===== src/rtl/ppr_compress42_acc.sv =====
// Pipelined two-row 4:2 compressor reduction with a carry-save group accumulator
// and a final carry-propagate adder; one beat per cycle under a global stall.
module ppr_compress42_acc #(
  parameter int W     = 8,
  parameter int ACC_W = 16
) (
  input  logic             clk,
  input  logic             reset_n,
  input  logic             in_valid,
  output logic             in_ready,
  input  logic             in_last,
  input  logic             acc_mode,
  input  logic [W-1:0]     i1,
  input  logic [W-1:0]     i2,
  input  logic [W-1:0]     i3,
  input  logic [W-1:0]     i4,
  output logic             out_valid,
  input  logic             out_ready,
  output logic [ACC_W-1:0] out_sum,
  output logic             out_ovf
);

  typedef struct packed {
    logic [ACC_W-1:0] s;
    logic [ACC_W-1:0] c;
    logic             ovf;
  } row_t;

  // One row of 4:2 compressors; cout ripples to the next bit's cin, the c output
  // carries weight 2, and anything leaving the MSB is reported as ovf.
  function automatic row_t compress_row(input logic [ACC_W-1:0] x1,
                                        input logic [ACC_W-1:0] x2,
                                        input logic [ACC_W-1:0] x3,
                                        input logic [ACC_W-1:0] x4);
    row_t             r;
    logic [ACC_W-1:0] cv;
    logic             cin;
    logic             cout;
    logic             sa;
    r.s   = {ACC_W{1'b0}};
    cv    = {ACC_W{1'b0}};
    cin   = 1'b0;
    cout  = 1'b0;
    for (int i = 0; i < ACC_W; i++) begin
      sa     = x1[i] ^ x2[i] ^ x3[i];
      cout   = (x1[i] & x2[i]) | (x1[i] & x3[i]) | (x2[i] & x3[i]);
      r.s[i] = sa ^ x4[i] ^ cin;
      cv[i]  = (sa & x4[i]) | (sa & cin) | (x4[i] & cin);
      cin    = cout;
    end
    r.c   = {cv[ACC_W-2:0], 1'b0};
    r.ovf = cv[ACC_W-1] | cout;
    return r;
  endfunction

  logic             advance_s;
  logic             eff_last_s;
  logic [ACC_W-1:0] ext1_s, ext2_s, ext3_s, ext4_s;
  row_t             row1_s;
  row_t             row2_s;
  logic             merged_ovf_s;
  logic [ACC_W:0]   cpa_s;

  logic [ACC_W-1:0] a_s_q, a_s_d, a_c_q, a_c_d;
  logic             a_vld_q, a_vld_d, a_last_q, a_last_d, a_ovf_q, a_ovf_d;
  logic [ACC_W-1:0] acc_s_q, acc_s_d, acc_c_q, acc_c_d;
  logic             ovf_acc_q, ovf_acc_d;
  logic [ACC_W-1:0] b_s_q, b_s_d, b_c_q, b_c_d;
  logic             b_vld_q, b_vld_d, b_ovf_q, b_ovf_d;
  logic [ACC_W-1:0] out_sum_q, out_sum_d;
  logic             out_ovf_q, out_ovf_d, out_vld_q, out_vld_d;

  assign advance_s    = ~out_vld_q | out_ready;
  assign in_ready     = advance_s;
  assign eff_last_s   = in_last | ~acc_mode;

  assign ext1_s       = {{(ACC_W-W){1'b0}}, i1};
  assign ext2_s       = {{(ACC_W-W){1'b0}}, i2};
  assign ext3_s       = {{(ACC_W-W){1'b0}}, i3};
  assign ext4_s       = {{(ACC_W-W){1'b0}}, i4};
  assign row1_s       = compress_row(ext1_s, ext2_s, ext3_s, ext4_s);
  assign row2_s       = compress_row(a_s_q, a_c_q, acc_s_q, acc_c_q);
  assign merged_ovf_s = ovf_acc_q | a_ovf_q | row2_s.ovf;
  assign cpa_s        = {1'b0, b_s_q} + {1'b0, b_c_q};

  assign out_valid    = out_vld_q;
  assign out_sum      = out_sum_q;
  assign out_ovf      = out_ovf_q;

  // Next-state for all three stages; nothing moves while the output is stalled.
  always_comb begin
    a_s_d     = a_s_q;
    a_c_d     = a_c_q;
    a_vld_d   = a_vld_q;
    a_last_d  = a_last_q;
    a_ovf_d   = a_ovf_q;
    acc_s_d   = acc_s_q;
    acc_c_d   = acc_c_q;
    ovf_acc_d = ovf_acc_q;
    b_s_d     = b_s_q;
    b_c_d     = b_c_q;
    b_vld_d   = b_vld_q;
    b_ovf_d   = b_ovf_q;
    out_sum_d = out_sum_q;
    out_ovf_d = out_ovf_q;
    out_vld_d = out_vld_q;
    if (advance_s) begin
      // Stage A data loads every cycle; only the valid bit gives it meaning.
      a_vld_d  = in_valid;
      a_s_d    = row1_s.s;
      a_c_d    = row1_s.c;
      a_last_d = eff_last_s;
      a_ovf_d  = row1_s.ovf;
      if (a_vld_q) begin
        if (a_last_q) begin
          b_s_d     = row2_s.s;
          b_c_d     = row2_s.c;
          b_ovf_d   = merged_ovf_s;
          b_vld_d   = 1'b1;
          acc_s_d   = {ACC_W{1'b0}};
          acc_c_d   = {ACC_W{1'b0}};
          ovf_acc_d = 1'b0;
        end else begin
          acc_s_d   = row2_s.s;
          acc_c_d   = row2_s.c;
          ovf_acc_d = merged_ovf_s;
          b_vld_d   = 1'b0;
        end
      end else begin
        b_vld_d = 1'b0;
      end
      if (b_vld_q) begin
        out_sum_d = cpa_s[ACC_W-1:0];
        out_ovf_d = b_ovf_q | cpa_s[ACC_W];
        out_vld_d = 1'b1;
      end else begin
        out_vld_d = 1'b0;
      end
    end else begin
      a_vld_d = a_vld_q;
    end
  end

  // Pipeline, accumulator and output registers with asynchronous clear.
  always_ff @(posedge clk or negedge reset_n) begin
    if (!reset_n) begin
      a_s_q     <= {ACC_W{1'b0}};
      a_c_q     <= {ACC_W{1'b0}};
      a_vld_q   <= 1'b0;
      a_last_q  <= 1'b0;
      a_ovf_q   <= 1'b0;
      acc_s_q   <= {ACC_W{1'b0}};
      acc_c_q   <= {ACC_W{1'b0}};
      ovf_acc_q <= 1'b0;
      b_s_q     <= {ACC_W{1'b0}};
      b_c_q     <= {ACC_W{1'b0}};
      b_vld_q   <= 1'b0;
      b_ovf_q   <= 1'b0;
      out_sum_q <= {ACC_W{1'b0}};
      out_ovf_q <= 1'b0;
      out_vld_q <= 1'b0;
    end else begin
      a_s_q     <= a_s_d;
      a_c_q     <= a_c_d;
      a_vld_q   <= a_vld_d;
      a_last_q  <= a_last_d;
      a_ovf_q   <= a_ovf_d;
      acc_s_q   <= acc_s_d;
      acc_c_q   <= acc_c_d;
      ovf_acc_q <= ovf_acc_d;
      b_s_q     <= b_s_d;
      b_c_q     <= b_c_d;
      b_vld_q   <= b_vld_d;
      b_ovf_q   <= b_ovf_d;
      out_sum_q <= out_sum_d;
      out_ovf_q <= out_ovf_d;
      out_vld_q <= out_vld_d;
    end
  end

endmodule


===== config.mk =====
export PLATFORM = sky130hd
export DESIGN_NAME = ppr_compress42_acc
export DESIGN_NICKNAME = d
export VERILOG_FILES = /design/src/rtl/ppr_compress42_acc.sv
export SDC_FILE = /design/constraint.sdc
export NUM_CORES = 1
export LEC_CHECK = 0
export CAP_MARGIN = 15
export CORE_MARGIN = 2
export CORE_UTILIZATION = 30
export DETAILED_ROUTE_END_ITERATION = 6
export PLACE_DENSITY_LB_ADDON = 0.1
export SYNTH_ARGS = -nofsm -noshare
export SYNTH_HDL_FRONTEND = slang
export SYNTH_SLANG_ARGS = --single-unit
export TNS_END_PERCENT = 5

===== constraint.sdc =====
create_clock -name clk -period 2.2 [get_ports clk]
set_input_delay 0.22 -clock clk [delete_from_list [all_inputs] [get_ports clk]]
set_output_delay 0.22 -clock clk [all_outputs]
set_load 0.005 [all_outputs]

==> results of run 1 <==
-- synth_stat cells --
cell type / n
o21ai_1: 18
o21ai_2: 2
ha_1: 23
nand4_1: 1
a211oi_4: 1
buf_1: 2
o311ai_2: 1
o31ai_2: 1
clkbuf_1: 13
inv_1: 45
a21o_1: 4
nand2_1: 62
fa_1: 32
nor2_2: 1
buf_2: 4
nor2_1: 10
a31oi_1: 5
nand3_1: 3
a21o_2: 1
xnor2_1: 6
nand2b_1: 33
nor3_1: 5
nor2b_1: 2
o21ai_0: 45
o21a_1: 5
nor3b_1: 1
a21oi_2: 1
o31ai_1: 4
a211oi_1: 3
a21oi_1: 8
dfrtp_1: 100
a2bb2oi_1: 1
a22o_1: 1
mux2_1: 2
mux2_2: 37
xor2_1: 1
-- sequential cells by signal (all words and copies together) (netlist names) --
register	flops
b_c_q	14
ovf_acc_q	1
a_vld_q	1
a_c_q	8
b_s_q	16
out_sum	16
b_ovf_q	1
b_vld_q	1
out_valid	1
out_ovf	1
acc_s_q	16
acc_c_q	14
a_last_q	1
a_s_q	9
-- worst min-delay path, stage by stage --
cell and delay (ps):
clkdlybuf4s50_1 390, inv_1 50, a31oi_1 70
-- power by group through the flow --
stage | Combinational, mW | Sequential, mW | Clock, mW
2_1_floorplan | 2.11 | 2.60 | 0
6_report | 3.14 | 2.63 | 1.62
4_1_cts | 3.25 | 2.65 | 1.70
3_3_place_gp | 3.21 | 2.66 | 0
5_1_grt | 3.60 | 2.70 | 1.78
3_5_place_dp | 3.23 | 2.68 | 0
-- worst min-delay path by stage --
stage / endpoint / start / depth (start not counted) / slack, ps
floorplan: a_c_q[1]$_DFFE_PN0N_ / reset_n / 0 / -80
global placement: out_sum[3]$_DFFE_PN0P_ / reset_n / 1 / 320
detailed placement: out_sum[2]$_DFFE_PN0P_ / reset_n / 1 / 320
CTS: a_last_q$_DFFE_PN0N_ / in_last / 3 / 410
global route: a_last_q$_DFFE_PN0N_ / in_last / 3 / 420
finish: a_last_q$_DFFE_PN0N_ / in_last / 3 / 420
-- logic make-up after synthesis --
logic type | count (synthesis) | share of synthesized area (%)
buffers and inverters | 64 | 4.60
AO/OA/AOI/OAI | 101 | 11.4
adder cells (fa/ha/maj) | 55 | 17.4
XOR/XNOR | 7 | 1.15
flip-flops | 100 | 46.9
AND/OR/NAND/NOR | 118 | 10.3
multiplexers | 39 | 8.23
-- routing by layer --
metal / vias to the layer above / track usage, % / part of all wire, %
li1: 1732 / - / -
met1: 1744 / 14.4 / 43
met2: 41 / 21.8 / 53
met3: 10 / 3.75 / 3.6
met4: 0 / 3.26 / 1.4
met5: - / 0 / 0
-- cell type report --
cell class | instances | area share, %
tap | 225 | 4.29
inverter | 45 | 2.57
sequential | 100 | 38.1
multi-input combinational | 320 | 39.5
timing repair buffer | 70 | 10.9
clock buffer | 12 | 3.91
clock inverter | 4 | 0.724
-- repair_timing --
item	CTS	global route
endpoints found under the hold margin	45	0
gates resized for setup	0	1
hold buffers	1	0
setup endpoints to repair	0	4
==> impl_results.md, run 1 <==
* Via density at 4.55
* Largest net degree at the start of global routing at 61
* Die height at 137 um
* Wire length per cell at 13.6 um
* H-tree depth at 3
* CTS max path bufs at 2
* Die width at 137 um
* CP startpoint: b_s_q[2]$_DFFE_PN0P_
* Clock power share at 21.9%
* Setup Buffers After CTS at 0
* Worst Setup EP: out_sum[12]$_DFFE_PN0P_
* Crit path launch type: register
* Most frequent CP cell: o21ai_1
* P&R area growth vs syn at 23.1%
* Max Clock Skew at 8.14 ps
* Die Area at 18900 sq um
* Final WL at 10500 um
* Antenna diodes at 0
* GPL Wtd Cong at 0.808
* Multi-input logic area at 2590 sq um
* Critical path depth at 8
* RSZ-0062 raised after global routing: no
* Crit-path max FO at 3
* Finished Layout Cells at 776
* Final Cell Area at 6560 sq um
* Io pins at 57
* Vias in the first global route at 3751
* Reg power frac at 35.6%
* Crit path buffers/inverters at 0
* CP delay by family, top: adder cells
* Worst-margin pin slew at 693 ps
* DR pass1 iterations at 4
* Hpwl dp at 7810 um
* Post-synth top area share at 46.9%
* Leakage power at 3.01 nW
* Overall power at 7.39 mW
* DP Cell Count at 759
* Fin. max-slew vios at 0
* CP max stage delay at 440 ps
* Slowest CP cell: fa_1
* Ranking of synthesized cells by area: dfrtp_1 (47%), fa_1 (12%), mux2_2 (7.8%), ha_1 (5.4%), nand2_1 (4.4%)
* Skew-Pair Late Insertion Delay at 350 ps
* Core Footprint at 17400 sq um
* CTS tree: yes
* Commonest non-fill, non-tap cell in the layout: dfrtp_1
* Total Routing Usage GR at 12.3%
* Relative slew slack at 53.8%
* Tightest Hold Check Type: input port to register
* Global-route wire length before repair at 18000 um
* Max Fclk at 0.494 GHz
* Initial antenna violation count at 0
* Routed via count at 3527
* Commonest cells after routing, fill and taps aside: dfrtp_1 (100), nand2_1 (62), clkdlybuf4s50_1 (55), inv_1 (45), o21ai_0 (45)
* Fill count at 1708
* Mapped cell area at 5330 sq um
* Switch share at 34.9%
* Cell area power density at 1130 nW/um^2
* Worst EP required at 2440 ps
* Post-Syn Area per Cell at 11.0 sq um
* Syn Nets at 577
* Post-synth cell types at 36
* Cells on worst reg2reg path at 8
* Crit end category: register
* Final WS setup at 174 ps
* DRT antenna net count at 0
* Int Power at 4.81 mW
* Max_cap viols at 0
* Reg2reg end: out_sum[12]$_DFFE_PN0P_
* Number of buffers added on ports at 56
* Overflow after GRT at 0
* Core Rows at 48
* Fin util at 37.8%
* Num CTS Buffers at 9
* Worst VDD drop at 0.000510 V
* Initial core utilization at 30.7%
* Num Clock Sinks at 100
* Register area at 2500 sq um
* Cells after Synth at 484
* Worst-path cell chain: ha_1 -> fa_1 -> a211oi_2 -> nor2_2 -> o21ai_2 -> o21ai_1 -> xnor2_1 -> o21ai_1
* Final Hold Vio Count at 0
* Starting DRT DRC Count at 133
* Comb power frac at 42.5%
* Dpl cell area at 6240 sq um
* Setup TNS at 0 ps
* R2R Path Start: b_s_q[2]$_DFFE_PN0P_
* Net Sw Power at 2.58 mW
* Yosys warns at 0
* CTS Root Cell: clkbuf_16
* Clock-pin slew on the worst setup and hold paths at 70 ps
* Arr. time, crit path at 2260 ps
* #FFs+latches synth at 100
* DR DRC count at 0
* Reg2Reg Setup Slack at 170 ps
* Hold WS at 423 ps
* Final period utilization at 92.1%
* Final setup fails at 0
* Tmin final at 2030 ps
* Yosys top cell by area: dfrtp_1
* Layout cells sized above 1 at 13.6%
* Seq/Total Area, Yosys at 46.9%
* Status: complete, no violations
* Final nets at 639
* Critical path type: register to register
* Dpl ws at 104 ps
(Power assumes the default switching activity.)
==> inputs of run 2 (changes only) <==
- ABC_AREA: not set -> 1
==> impl_results.md, run 2 <==
* RSZ-0062 raised after global routing: no (unchanged)
* Die Area at 19200 sq um (was 18900 sq um)
* Largest family of logic cells by synthesized area: simple AND/OR/NAND/NOR gates (was adder cells)
* Yosys warns at 0 (unchanged)
* Ranking of synthesized cells by area: dfrtp_1 (46%), nand2_1 (16%), fa_1 (12%), inv_1 (5.4%), ha_1 (5.3%) (was dfrtp_1 (47%), fa_1 (12%), mux2_2 (7.8%), ha_1 (5.4%), nand2_1 (4.4%))
* Slowest CP cell: fa_1 (unchanged)
* Setup TNS at 0 ps (unchanged)
* Commonest non-fill, non-tap cell in the layout: nand2_1 (was dfrtp_1)
* Multi-input logic area at 2530 sq um (was 2590 sq um)
* Worst-margin pin slew at 658 ps (was 693 ps)
* Via density at 4.36 (was 4.55)
* Post-synth cell types at 25 (was 36)
* Post-synth EDFFs at 0 (unchanged)
* Worst VDD drop at 0.000458 V (was 0.000510 V)
* H-tree depth at 3 (unchanged)
* Final setup fails at 0 (unchanged)
* Crit-path max FO at 4 (was 3)
* Num Clock Sinks at 100 (unchanged)
* Tightest Hold Check Type: input port to asynchronous set/reset pin (was input port to register)
* Skew-Pair Late Insertion Delay at 350 ps (about the same)
* Clock-pin slew on the worst setup and hold paths at 70 ps (about the same)
* Cell area power density at 1400 nW/um^2 (was 1130 nW/um^2)
* Final Hold Vio Count at 0 (unchanged)
* Wire length per cell at 12.2 um (was 13.6 um)
* Global-route wire length before repair at 19700 um (was 18000 um)
* Largest net degree at the start of global routing at 62 (was 61)
* CTS tree: yes (unchanged)
* DR pass1 iterations at 5 (was 4)
* Num CTS Buffers at 9 (unchanged)
* Die height at 138 um (was 137 um)
* Xor/xnor cell area share of the yosys netlist at 0.484% (was 1.15%)
* Async set-reset flop share out of synthesis at 100% (unchanged)
* Hold WS at 440 ps (was 423 ps)
* Io pins at 57 (unchanged)
* Critical path type: register to register (unchanged)
* Post-Syn Area per Cell at 8.57 sq um (was 11.0 sq um)
* Top cells by count, synth: nand2_1 (231), dfrtp_1 (100), inv_1 (78), nor2_1 (42), fa_1 (32) (was dfrtp_1 (100), nand2_1 (62), inv_1 (45), o21ai_0 (45), mux2_2 (37))
* Crit path launch type: register (unchanged)
* GPL Wtd Cong at 0.768 (was 0.808)
* Fill count at 1859 (was 1708)
* Routed via count at 4014 (was 3527)
* Overflow after GRT at 0 (unchanged)
* Dpl cell area at 6230 sq um (was 6240 sq um)
* Synth Area in Compound Gates at 5.93% (was 11.4%)
* Initial core utilization at 30.4% (was 30.7%)
* Final Cell Area at 6530 sq um (was 6560 sq um)
* Most frequent CP cell: nand3_1 (was o21ai_1)
* Starting DRT DRC Count at 219 (was 133)
* Initial antenna violation count at 0 (unchanged)
* Area share of fa/ha/maj cells after synthesis at 17.1% (was 17.4%)
* Mux share of post-synthesis cell area at 0% (was 8.23%)
* Cells after Synth at 633 (was 484)
* Cell with the most instances after synthesis: nand2_1 (was dfrtp_1)
* DR DRC count at 0 (unchanged)
* P&R area growth vs syn at 20.3% (was 23.1%)
* Yosys top cell by area: dfrtp_1 (unchanged)
* Mapped cell area at 5430 sq um (was 5330 sq um)
* Max Clock Skew at 7.14 ps (was 8.14 ps)
* CP max stage delay at 440 ps (about the same)
* Number of buffers added on ports at 56 (unchanged)
* Max_cap viols at 0 (unchanged)
* Vias in the first global route at 4021 (was 3751)
* Commonest cells after routing, fill and taps aside: nand2_1 (231), dfrtp_1 (100), inv_1 (78), clkdlybuf4s50_1 (55), nor2_1 (42) (was dfrtp_1 (100), nand2_1 (62), clkdlybuf4s50_1 (55), inv_1 (45), o21ai_0 (45))
* Core Rows at 49 (was 48)
* Post-synth top area share at 46.1% (was 46.9%)
* Arr. time, crit path at 2110 ps (was 2260 ps)
* Tmin final at 1820 ps (was 2030 ps)
* Seq/Total Area, Yosys at 46.1% (was 46.9%)
* #FFs+latches synth at 100 (unchanged)
* Status: complete, no violations (unchanged)
* Relative slew slack at 56.1% (was 53.8%)
* Total Routing Usage GR at 12.7% (was 12.3%)
* Die width at 138 um (was 137 um)
* Post_cts resized at 0 (unchanged)
* Crit end category: register (unchanged)
* Hpwl dp at 8430 um (was 7810 um)
* Layout cells sized above 1 at 4.19% (was 13.6%)
* Register area at 2500 sq um (unchanged)
* Synth Area in Simple Gates at 23.0% (was 10.3%)
* Final nets at 780 (was 639)
* Crit path buffers/inverters at 0 (unchanged)
* CP delay by family, top: simple AND/OR/NAND/NOR gates (was adder cells)
* Final WL at 11300 um (was 10500 um)
* Leakage power at 3.28 nW (was 3.01 nW)
* DRT antenna net count at 0 (unchanged)
* Antenna diodes at 0 (unchanged)
* Fin. max-slew vios at 0 (unchanged)
* Overall power at 9.14 mW (was 7.39 mW)
* Core Footprint at 17800 sq um (was 17400 sq um)
* Final period utilization at 82.8% (was 92.1%)
* Worst-path cell chain: ha_1 -> fa_1 -> nand3_1 -> nand3_1 -> nand3_1 -> nand3_1 -> nand2_1 -> nand3_1 -> nand2_1 (was ha_1 -> fa_1 -> a211oi_2 -> nor2_2 -> o21ai_2 -> o21ai_1 -> xnor2_1 -> o21ai_1)
* Syn Nets at 726 (was 577)
* Main synth FF type: dfrtp_1 (unchanged)
* CTS max path bufs at 2 (unchanged)
* Max Fclk at 0.549 GHz (was 0.494 GHz)
* Worst EP required at 2490 ps (was 2440 ps)
* CTS Root Cell: clkbuf_16 (unchanged)
-- run 2: changes by cell type in the layout (fill, tap and decap cells not counted), sizes merged, moves of 5 or more --
cell    before  now
a21oi        9   29
buf         14    7
inv         45   82
mux2        39    0
nand2       62  232
nand2b      33    0
nand3        3   27
nor2        11   45
o21a         5    0
o21ai       65   30
o31ai        5    0
-- run 2: worst paths after layout --
check	slack [ps]	from	depth (start not counted)	to
hold reg to reg	470	out_sum[3]$_DFFE_PN0P_	2	out_sum[3]$_DFFE_PN0P_
min in group clk	450	in_valid	3	a_vld_q$_DFFE_PN0N_
setup reg to reg	380	b_s_q[2]$_DFFE_PN0P_	9	out_sum[14]$_DFFE_PN0P_
max in group asynchronous	1100	reset_n	3	out_ovf$_DFFE_PN0P_
setup / recovery	380	b_s_q[2]$_DFFE_PN0P_	9	out_sum[14]$_DFFE_PN0P_
hold / removal	440	reset_n	2	b_s_q[5]$_DFFE_PN0P_
-- run 2: per-stage QoR --
stage          utilization [%]  setup WS, ps  cells
3_5_place_dp              34.9           187    904
2_1_floorplan                -           523    633
5_1_grt                   36.6           249    921
6_report                  36.6           378    921
3_3_place_gp              34.9           201    904
4_1_cts                   36.6           342    921
-- run 2: cell type report --
cell class              count  area share [%]
multi-input cells         432            38.7
flip-flops and latches    100            38.4
repair buffers             63            9.59
inverters                  81            4.66
well taps                 229            4.39
clock buffers              12            3.78
clock inverters             4           0.518
-- run 2: repair_timing --
action / 4_1_cts / 5_1_grt
setup buffers: 0 / 0
hold buffers: 1 / 0
hold endpoints to repair: 46 / 0
-- run 2: worst register-to-register path, cell delays in order, from the launching register on --
cell	delay [ps]
dfrtp_1	400
ha_1	230
fa_1	440
nand3_1	100
nand3_1	160
nand3_1	150
nand3_1	80
nand2_1	60
nand3_1	70
nand2_1	70
-- run 2: per-layer routing --
layer / track usage (%) / up-vias / wire length [um]
met4: 5.26 / 0 / 229
li1: - / 2062 / -
met3: 2.22 / 16 / 404
met2: 18.9 / 83 / 4660
met5: 0 / - / 0
met1: 18.3 / 1853 / 5960
-- run 2: power breakdown --
part | switching, mW | leakage, nW | internal (mW) | total, mW
Combinational | 2.64 | 1.91 | 1.86 | 4.50
Sequential | 0.449 | 1.23 | 2.66 | 3.11
Clock | 0.718 | 0.133 | 0.808 | 1.53
Total | 3.81 | 3.28 | 5.33 | 9.14
-- run 2: cell families (layout without fill, tap and decap cells) --
| logic type | count (synthesis) | in the layout |
|---|---|---|
| fa+ha+maj | 55 | 55 |
| buf+inv | 101 | 160 |
| xor+xnor | 3 | 3 |
| compound gates | 63 | 63 |
| simple gates | 311 | 311 |
| flops | 100 | 100 |
